## src/rtl/risc_ctrl_pkg.sv

```systemverilog
// risc_ctrl_pkg
// Shared definitions for the decode/execute control path. This package holds the
// bit layout of the packed control bundle, the bubble value and pack/unpack helpers,
// so every pipeline stage agrees on a single layout. It also holds the per-edge
// action encoding used by ctrl_flush_stage.
//
// Control bundle layout, LSB first:
//   regDst[1:0], bra[4:2] (gt/le/eq), memRead[5], memToReg[21:6], aluOp[24:22],
//   memWrite[25], regWrite[26], jump[27], seOp[28], fwdRegSource[29]
package risc_ctrl_pkg;

  localparam int CTRL_W_DEFAULT = 30;

  localparam int REGDST_LSB   = 0;
  localparam int REGDST_W     = 2;
  localparam int BRA_LSB      = 2;
  localparam int BRA_W        = 3;
  localparam int MEMREAD_BIT  = 5;
  localparam int MEMTOREG_LSB = 6;
  localparam int MEMTOREG_W   = 16;
  localparam int ALUOP_LSB    = 22;
  localparam int ALUOP_W      = 3;
  localparam int MEMWRITE_BIT = 25;
  localparam int REGWRITE_BIT = 26;
  localparam int JUMP_BIT     = 27;
  localparam int SEOP_BIT     = 28;
  localparam int FWDSRC_BIT   = 29;

  // A bubble clears every write enable and every branch/jump bit. All-zero is the
  // simplest value that does this.
  localparam logic [CTRL_W_DEFAULT-1:0] BUBBLE_CTRL = '0;

  typedef struct packed {
    logic                  fwdRegSource;
    logic                  seOp;
    logic                  jump;
    logic                  regWrite;
    logic                  memWrite;
    logic [ALUOP_W-1:0]    aluOp;
    logic [MEMTOREG_W-1:0] memToReg;
    logic                  memRead;
    logic [BRA_W-1:0]      bra;
    logic [REGDST_W-1:0]   regDst;
  } ctrl_fields_t;

  // Decides what the stage register does on a given edge.
  typedef enum logic [1:0] {
    ACT_LOAD,
    ACT_HOLD,
    ACT_FLUSH,
    ACT_SQUASH
  } stage_act_e;

  function automatic logic [CTRL_W_DEFAULT-1:0] packCtrl(input ctrl_fields_t f);
    logic [CTRL_W_DEFAULT-1:0] v;
    v = '0;
    v[REGDST_LSB +: REGDST_W]     = f.regDst;
    v[BRA_LSB +: BRA_W]           = f.bra;
    v[MEMREAD_BIT]                = f.memRead;
    v[MEMTOREG_LSB +: MEMTOREG_W] = f.memToReg;
    v[ALUOP_LSB +: ALUOP_W]       = f.aluOp;
    v[MEMWRITE_BIT]               = f.memWrite;
    v[REGWRITE_BIT]               = f.regWrite;
    v[JUMP_BIT]                   = f.jump;
    v[SEOP_BIT]                   = f.seOp;
    v[FWDSRC_BIT]                 = f.fwdRegSource;
    return v;
  endfunction

  function automatic ctrl_fields_t unpackCtrl(input logic [CTRL_W_DEFAULT-1:0] v);
    ctrl_fields_t f;
    f.regDst       = v[REGDST_LSB +: REGDST_W];
    f.bra          = v[BRA_LSB +: BRA_W];
    f.memRead      = v[MEMREAD_BIT];
    f.memToReg     = v[MEMTOREG_LSB +: MEMTOREG_W];
    f.aluOp        = v[ALUOP_LSB +: ALUOP_W];
    f.memWrite     = v[MEMWRITE_BIT];
    f.regWrite     = v[REGWRITE_BIT];
    f.jump         = v[JUMP_BIT];
    f.seOp         = v[SEOP_BIT];
    f.fwdRegSource = v[FWDSRC_BIT];
    return f;
  endfunction

endpackage

```

## src/rtl/sat_counter.sv

```systemverilog
// sat_counter
// Up-counter that sticks at its all-ones value instead of wrapping.
// Ports:
//   clk   - rising-edge clock
//   rst_n - asynchronous active-low reset, clears q
//   inc   - add one on this edge (ignored once saturated)
//   clr   - synchronous clear, takes priority over inc
//   q     - current count
module sat_counter #(
  parameter int W = 16
) (
  input  logic         clk,
  input  logic         rst_n,
  input  logic         inc,
  input  logic         clr,
  output logic [W-1:0] q
);

  // Saturate at all-ones so a long flush storm reads as "at least this many".
  always_ff @(posedge clk or negedge rst_n) begin
    if (!rst_n) begin
      q <= '0;
    end else if (clr) begin
      q <= '0;
    end else if (inc && (q != {W{1'b1}})) begin
      q <= q + W'(1);
    end
  end

endmodule

```

## src/rtl/ctrl_flush_stage.sv

```systemverilog
// ctrl_flush_stage
// Decode-to-execute control pipeline register with flush, stall hold and a
// multi-slot squash. A flush kills the slot that is currently being loaded. It then
// kills the next SQUASH_SLOTS-1 instruction slots as well, so a branch resolved deep
// in the pipe removes every wrong-path instruction behind it.
// Ports:
//   clk, rst_n  - clock and asynchronous active-low reset
//   stall       - hold the stage contents (also freezes the squash count)
//   flush       - kill request from branch/jump resolution
//   in_valid    - decode slot holds a real instruction
//   ctrl_in     - control bundle from the control unit
//   data_in     - side data (PC+1 or immediate)
//   ctrl_q      - registered control bundle to EX
//   data_q      - registered side data
//   valid_q     - ctrl_q belongs to a live instruction
//   squashing   - squash counter non-zero
//   flush_count - saturating count of flush cycles
module ctrl_flush_stage
  import risc_ctrl_pkg::*;
#(
  parameter int                CTRL_W       = CTRL_W_DEFAULT,
  parameter int                DATA_W       = 16,
  parameter logic [CTRL_W-1:0] BUBBLE       = {CTRL_W{1'b0}},
  parameter int                SQUASH_SLOTS = 1,
  parameter int                CNT_W        = 16
) (
  input  logic              clk,
  input  logic              rst_n,
  input  logic              stall,
  input  logic              flush,
  input  logic              in_valid,
  input  logic [CTRL_W-1:0] ctrl_in,
  input  logic [DATA_W-1:0] data_in,
  output logic [CTRL_W-1:0] ctrl_q,
  output logic [DATA_W-1:0] data_q,
  output logic              valid_q,
  output logic              squashing,
  output logic [CNT_W-1:0]  flush_count
);

  localparam int SQ_W_RAW = $clog2(SQUASH_SLOTS + 1);
  localparam int SQ_W     = (SQ_W_RAW < 1) ? 1 : SQ_W_RAW;
  localparam logic [SQ_W-1:0] SQ_LOAD = SQ_W'(SQUASH_SLOTS - 1);

  if (SQUASH_SLOTS < 1 || SQUASH_SLOTS > 7 || CTRL_W < 1 || CNT_W < 1) begin : gParamCheck
    $error("ctrl_flush_stage: illegal parameters (SQUASH_SLOTS 1..7, CTRL_W>=1, CNT_W>=1)");
  end

  logic [SQ_W-1:0]   squashCnt_q;
  logic [SQ_W-1:0]   squashCnt_d;
  logic [CTRL_W-1:0] ctrl_d;
  logic [DATA_W-1:0] data_d;
  logic              valid_d;
  stage_act_e        act;

  // Pick the action for this edge. Flush outranks everything. A pending squash
  // outranks a load, but a stall freezes it because the squash counts instruction
  // slots rather than cycles.
  always_comb begin
    act = ACT_LOAD;
    if (flush) begin
      act = ACT_FLUSH;
    end else if (stall) begin
      act = ACT_HOLD;
    end else if (squashCnt_q != '0) begin
      act = ACT_SQUASH;
    end
  end

  // Next-state values. data_q survives bubbles so that it only changes on a real
  // load. A load with in_valid low still writes BUBBLE, which keeps valid_q=0
  // consistent with ctrl_q==BUBBLE.
  always_comb begin
    ctrl_d      = ctrl_q;
    data_d      = data_q;
    valid_d     = valid_q;
    squashCnt_d = squashCnt_q;
    case (act)
      ACT_FLUSH: begin
        ctrl_d      = BUBBLE;
        valid_d     = 1'b0;
        squashCnt_d = SQ_LOAD;
      end
      ACT_SQUASH: begin
        ctrl_d      = BUBBLE;
        valid_d     = 1'b0;
        squashCnt_d = squashCnt_q - SQ_W'(1);
      end
      ACT_LOAD: begin
        ctrl_d  = in_valid ? ctrl_in : BUBBLE;
        data_d  = data_in;
        valid_d = in_valid;
      end
      default: begin
      end
    endcase
  end

  // Stage register. Reset drops any squash in progress so that no bubbles carry
  // across reset.
  always_ff @(posedge clk or negedge rst_n) begin
    if (!rst_n) begin
      ctrl_q      <= BUBBLE;
      data_q      <= '0;
      valid_q     <= 1'b0;
      squashCnt_q <= '0;
    end else begin
      ctrl_q      <= ctrl_d;
      data_q      <= data_d;
      valid_q     <= valid_d;
      squashCnt_q <= squashCnt_d;
    end
  end

  assign squashing = (squashCnt_q != '0);

  sat_counter #(
    .W(CNT_W)
  ) uFlushCount (
    .clk  (clk),
    .rst_n(rst_n),
    .inc  (flush),
    .clr  (1'b0),
    .q    (flush_count)
  );

endmodule

```

## config.mk

```make
export PLATFORM = sky130hd
export DESIGN_NAME = ctrl_flush_stage
export DESIGN_NICKNAME = d
export VERILOG_FILES = /design/src/rtl/risc_ctrl_pkg.sv /design/src/rtl/sat_counter.sv /design/src/rtl/ctrl_flush_stage.sv
export SDC_FILE = /design/constraint.sdc
export NUM_CORES = 1
export LEC_CHECK = 0
export BUFFER_PORTS_ARGS = -buffer_cell sky130_fd_sc_hd__buf_2
export CORE_MARGIN = 4
export CORE_UTILIZATION = 42
export CTS_CLUSTER_DIAMETER = 120
export DETAILED_ROUTE_END_ITERATION = 8
export PLACE_DENSITY = 0.76
export REMOVE_ABC_BUFFERS = 1
export SETUP_SLACK_MARGIN = 0.05
export SLEW_MARGIN = 30
export SYNTH_ARGS = -nofsm -noshare
export SYNTH_HDL_FRONTEND = slang
export SYNTH_SLANG_ARGS = --single-unit
```

## constraint.sdc

```tcl
create_clock -name clk -period 1.87 [get_ports clk]
set_input_delay 0.374 -clock clk [delete_from_list [all_inputs] [get_ports clk]]
set_output_delay 0.374 -clock clk [all_outputs]
set_load 0.02 [all_outputs]
```

==> run_summary.xml <==
<?xml version="1.0" encoding="UTF-8"?>
<metrics>
  <group name="clocking">
    <metric name="cts-buffers-inserted" unit="">9</metric>
    <metric name="clk_latency" unit="ns">0.33</metric>
    <metric name="clk_path_buf_depth" unit="">2</metric>
    <metric name="cts_root_buffer" unit="">sky130_fd_sc_hd__clkbuf_8</metric>
    <metric name="cts.reportedPaths.clkPinSlew" unit="ns">0.07</metric>
    <metric name="tritoncts_num_sinks" unit="">64</metric>
    <metric name="cts_max_level" unit="">3</metric>
    <metric name="cts_tree" unit="">built</metric>
  </group>
  <group name="floorplan">
    <metric name="initial_util" unit="%">43.26</metric>
    <metric name="core_area" unit="µm²">5886</metric>
    <metric name="chipWidth" unit="µm">85.86</metric>
    <metric name="die_area" unit="µm²">7372</metric>
    <metric name="chipHeight" unit="µm">85.86</metric>
    <metric name="pin_count" unit="">115</metric>
    <metric name="core.rowCount" unit="">28</metric>
  </group>
  <group name="detailed_routing">
    <metric name="drc" unit="">0</metric>
    <metric name="detail-route-antenna-nets" unit="">0</metric>
    <metric name="route.detailed.wl_per_inst" unit="µm">14.53</metric>
    <metric name="detail_route.vias_per_cell" unit="">5.029</metric>
    <metric name="dr.pass1.iters" unit="">4</metric>
    <metric name="detail_route.wirelength" unit="µm">5535</metric>
    <metric name="detailroute.via_count" unit="">1916</metric>
    <metric name="drt_iter0_drc" unit="">63</metric>
  </group>
  <group name="grt">
    <metric name="grt_max_degree" unit="">65</metric>
    <metric name="first_global_vias" unit="">2033</metric>
    <metric name="gr-usage-all-layers" unit="%">16.05</metric>
    <metric name="wire_length_of_the_first_global_routing_pass" unit="µm">9363</metric>
    <metric name="grt_remaining_overflow" unit="">0</metric>
    <metric name="grt_antenna_before_repair" unit="">0</metric>
  </group>
  <group name="power_and_ir_drop">
    <metric name="irDropWorstVdd" unit="V">0.0006435</metric>
    <metric name="total_power" unit="mW">3.543</metric>
    <metric name="p_leak" unit="nW">1.860</metric>
    <metric name="power-per-cell-area" unit="nW/µm²">1035</metric>
  </group>
  <group name="finish">
    <metric name="area.growth.synth_to_final" unit="%">34.40</metric>
    <metric name="final_core_util" unit="%">58.14</metric>
    <metric name="regArea" unit="µm²">1603</metric>
    <metric name="fin_nets" unit="">354</metric>
    <metric name="layout_cell_share_with_drive_strength_beyond_1" unit="%">52.94</metric>
    <metric name="fillerInstances" unit="">498</metric>
    <metric name="antenna_cells" unit="">0</metric>
    <metric name="final_area" unit="µm²">3422</metric>
    <metric name="multi_input_area" unit="µm²">895.9</metric>
  </group>
  <group name="place">
    <metric name="place.port_buffers" unit="">114</metric>
    <metric name="dpl.hpwl" unit="µm">3959</metric>
    <metric name="post_dp_cell_area" unit="µm²">3224</metric>
    <metric name="place_congestion" unit="">0.7609</metric>
  </group>
  <group name="synthesis">
    <metric name="synth_cell_types" unit="">32</metric>
    <metric name="synth_top_flop_cell" unit="">sky130_fd_sc_hd__dfrtp_1</metric>
    <metric name="asyncSetResetFlopFracSynth" unit="%">100.0</metric>
    <metric name="synth_area" unit="µm²">2546</metric>
    <metric name="synth_enable_flop_cells" unit="">0</metric>
    <metric name="gate_count_of_the_mapped_netlist" unit="">180</metric>
    <metric name="ys_warnings" unit="">0</metric>
    <metric name="ys_seq_area_share" unit="%">62.90</metric>
    <metric name="synth_area_per_cell" unit="µm²">14.15</metric>
    <metric name="ys_ff_latch" unit="">64</metric>
  </group>
  <group name="hold_path">
    <metric name="min-delay-path-class" unit="">in -&gt; async</metric>
  </group>
  <group name="timing">
    <metric name="total_of_endpoints_with_negative_setup_slack_in_the_final_report" unit="">0</metric>
    <metric name="fin_crit_sh" unit="%">94.40</metric>
    <metric name="period_needed" unit="ns">1.765</metric>
    <metric name="minimum_hold_slack" unit="ns">0.04767</metric>
    <metric name="worst_pin_slew" unit="ns">0.4281</metric>
    <metric name="final_max_slew_viol_count" unit="">0</metric>
    <metric name="maxClockFrequency" unit="MHz">566.5</metric>
    <metric name="setup_repair_after_global_routing_missed_its_margin" unit="">false</metric>
    <metric name="timing.slew.headroom" unit="%">71.24</metric>
    <metric name="fin_worst_skew" unit="ns">0.009285</metric>
    <metric name="hold_viol" unit="">0</metric>
  </group>
  <group name="worst_setup_path">
    <metric name="worst_ep_required_time" unit="ns">2.09</metric>
    <metric name="ff2ff_path_depth" unit="">4</metric>
    <metric name="worstSetupPathType" unit="">reg -&gt; reg</metric>
    <metric name="worstPathCellList" unit="">nand4_4, or4_4, nand2_4, mux2_4</metric>
    <metric name="path_max_fanout" unit="">6</metric>
    <metric name="cpPeakStageDelay" unit="ns">0.62</metric>
    <metric name="cell_with_the_largest_stage_delay_on_the_worst_path" unit="">sky130_fd_sc_hd__or4_4</metric>
    <metric name="worstSetupStartpointType" unit="">flop</metric>
    <metric name="critical_path.reg2reg.endpoint" unit="">uFlushCount.q[1]</metric>
    <metric name="worst-path-buf-inv" unit="">0</metric>
    <metric name="crit_arrival" unit="ns">1.98</metric>
    <metric name="critPathTopFamily" unit="">simple AND/OR/NAND/NOR gates</metric>
    <metric name="worst_setup_path_end_kind" unit="">flop</metric>
    <metric name="regToRegStartpoint" unit="">uFlushCount.q[8]</metric>
    <metric name="slack_of_the_worst_reg_to_reg_path" unit="ns">0.10</metric>
  </group>
  <group name="run_status">
    <metric name="outcome" unit="">finished clean</metric>
  </group>
  <group name="job">
    <metric name="timing.max_cap.violations" unit="">0</metric>
  </group>
</metrics>
## Yosys cell counts, types with 2 or more instances
| library cell | number | area share [%] |
|---|---|---|
| sky130_fd_sc_hd__a21oi_1 | 4 | 0.79 |
| sky130_fd_sc_hd__buf_2 | 4 | 0.79 |
| sky130_fd_sc_hd__nor2b_1 | 2 | 0.49 |
| sky130_fd_sc_hd__and4_1 | 2 | 0.69 |
| sky130_fd_sc_hd__nor3_1 | 3 | 0.59 |
| sky130_fd_sc_hd__nand2_1 | 5 | 0.74 |
| sky130_fd_sc_hd__mux2_2 | 17 | 7.5 |
| sky130_fd_sc_hd__and2_1 | 2 | 0.49 |
| sky130_fd_sc_hd__a211oi_1 | 2 | 0.59 |
| sky130_fd_sc_hd__a22o_1 | 30 | 10 |
| sky130_fd_sc_hd__nand4_1 | 6 | 1.5 |
| sky130_fd_sc_hd__dfrtp_1 | 64 | 63 |
| sky130_fd_sc_hd__and3_1 | 2 | 0.49 |
| sky130_fd_sc_hd__xor2_1 | 8 | 2.8 |
| sky130_fd_sc_hd__nand3_1 | 4 | 0.79 |
| sky130_fd_sc_hd__xnor2_1 | 4 | 1.4 |
| sky130_fd_sc_hd__clkbuf_1 | 6 | 0.88 |
## report_power, final
group / internal [mW] / switching [mW]
clock network: 0.638 / 0.488
registers: 1.53 / 0.126
logic: 0.323 / 0.434
total: 2.50 / 1.05
## routing by layer
| metal | GRT usage (%) | wire, µm | vias up |
|---|---|---|---|
| li1 | - | - | 905 |
| met1 | 20.25 | 2308 | 911 |
| met2 | 25.30 | 2671 | 88 |
| met3 | 4.227 | 428 | 12 |
| met4 | 8.489 | 128 | 0 |
| met5 | 0 | 0 | - |
## worst max-delay path by stage
stage | startpoint | end | slack (ns) | cells past startpoint
floorplan | squashing | ctrl_q[0] | -0.56 | 3
detailed placement | uFlushCount.q[0] | uFlushCount.q[1] | 0.09 | 5
finish | uFlushCount.q[8] | uFlushCount.q[1] | 0.10 | 4
CTS | uFlushCount.q[0] | uFlushCount.q[1] | 0.08 | 5
global route | uFlushCount.q[8] | uFlushCount.q[1] | 0.08 | 4
global placement | uFlushCount.q[0] | uFlushCount.q[1] | 0.14 | 5
## what timing repair did
action | in CTS | in global routing
setup endpoints to repair | 0 | 1
gates resized for setup | 0 | 2
setup buffers | 0 | 1
hold buffers | 0 | 0
endpoints found under the hold margin | 0 | 0
## placed cells by master, fill, tap and decap left out, drive strengths merged
| cell type | instances |
|---|---|
| o21a | 1 |
| buf | 122 |
| nor3 | 4 |
| and3 | 2 |
| a22o | 30 |
| clkinv | 3 |
| or4 | 1 |
| and4 | 2 |
| nand4b | 1 |
| nor2 | 1 |
| ha | 1 |
| a21o | 1 |
| and2 | 3 |
| a21oi | 4 |
| a211oi | 2 |
| mux2 | 18 |
| o21ai | 1 |
| xor2 | 8 |
| nand4 | 7 |
| nor4b | 1 |
| nor4 | 1 |
| dfrtp | 64 |
| bufinv | 1 |
| nand3 | 4 |
| clkbuf | 11 |
| nor2b | 2 |
| xnor2 | 4 |
| nand2 | 6 |
## flip-flops by register name, summed over array words and instances (netlist names)
name / flops
valid_q: 1
data_q: 16
ctrl_q: 30
uFlushCount.q: 16
squashing: 1
## metrics by stage
stage / TNS [ns] / worst slack, ns / std cells
6_report: 0 / 0.1048 / 381
5_1_grt: 0 / 0.07636 / 381
4_1_cts: 0 / 0.07798 / 380
3_5_place_dp: 0 / 0.09348 / 365
3_3_place_gp: 0 / 0.1362 / 365
2_1_floorplan: -17.12 / -0.5553 / 169
## cell type report
type / count / area share (%)
clock inverters: 4 / 1.316
repair buffers: 122 / 18.79
flip-flops and latches: 64 / 46.84
multi-input cells: 105 / 26.18
well taps: 75 / 2.742
clock buffers: 11 / 4.132
## cells by family after synthesis
kind of cell	share of synthesized area [%]
buffers and inverters	2.113
XOR/XNOR	4.128
multiplexers	8.108
flip-flops	62.90
adder cells (fa/ha/maj)	0.4913
AND/OR/NAND/NOR	9.779
AO/OA/AOI/OAI	12.48
Note: power is estimated with default switching activity, not from simulation.
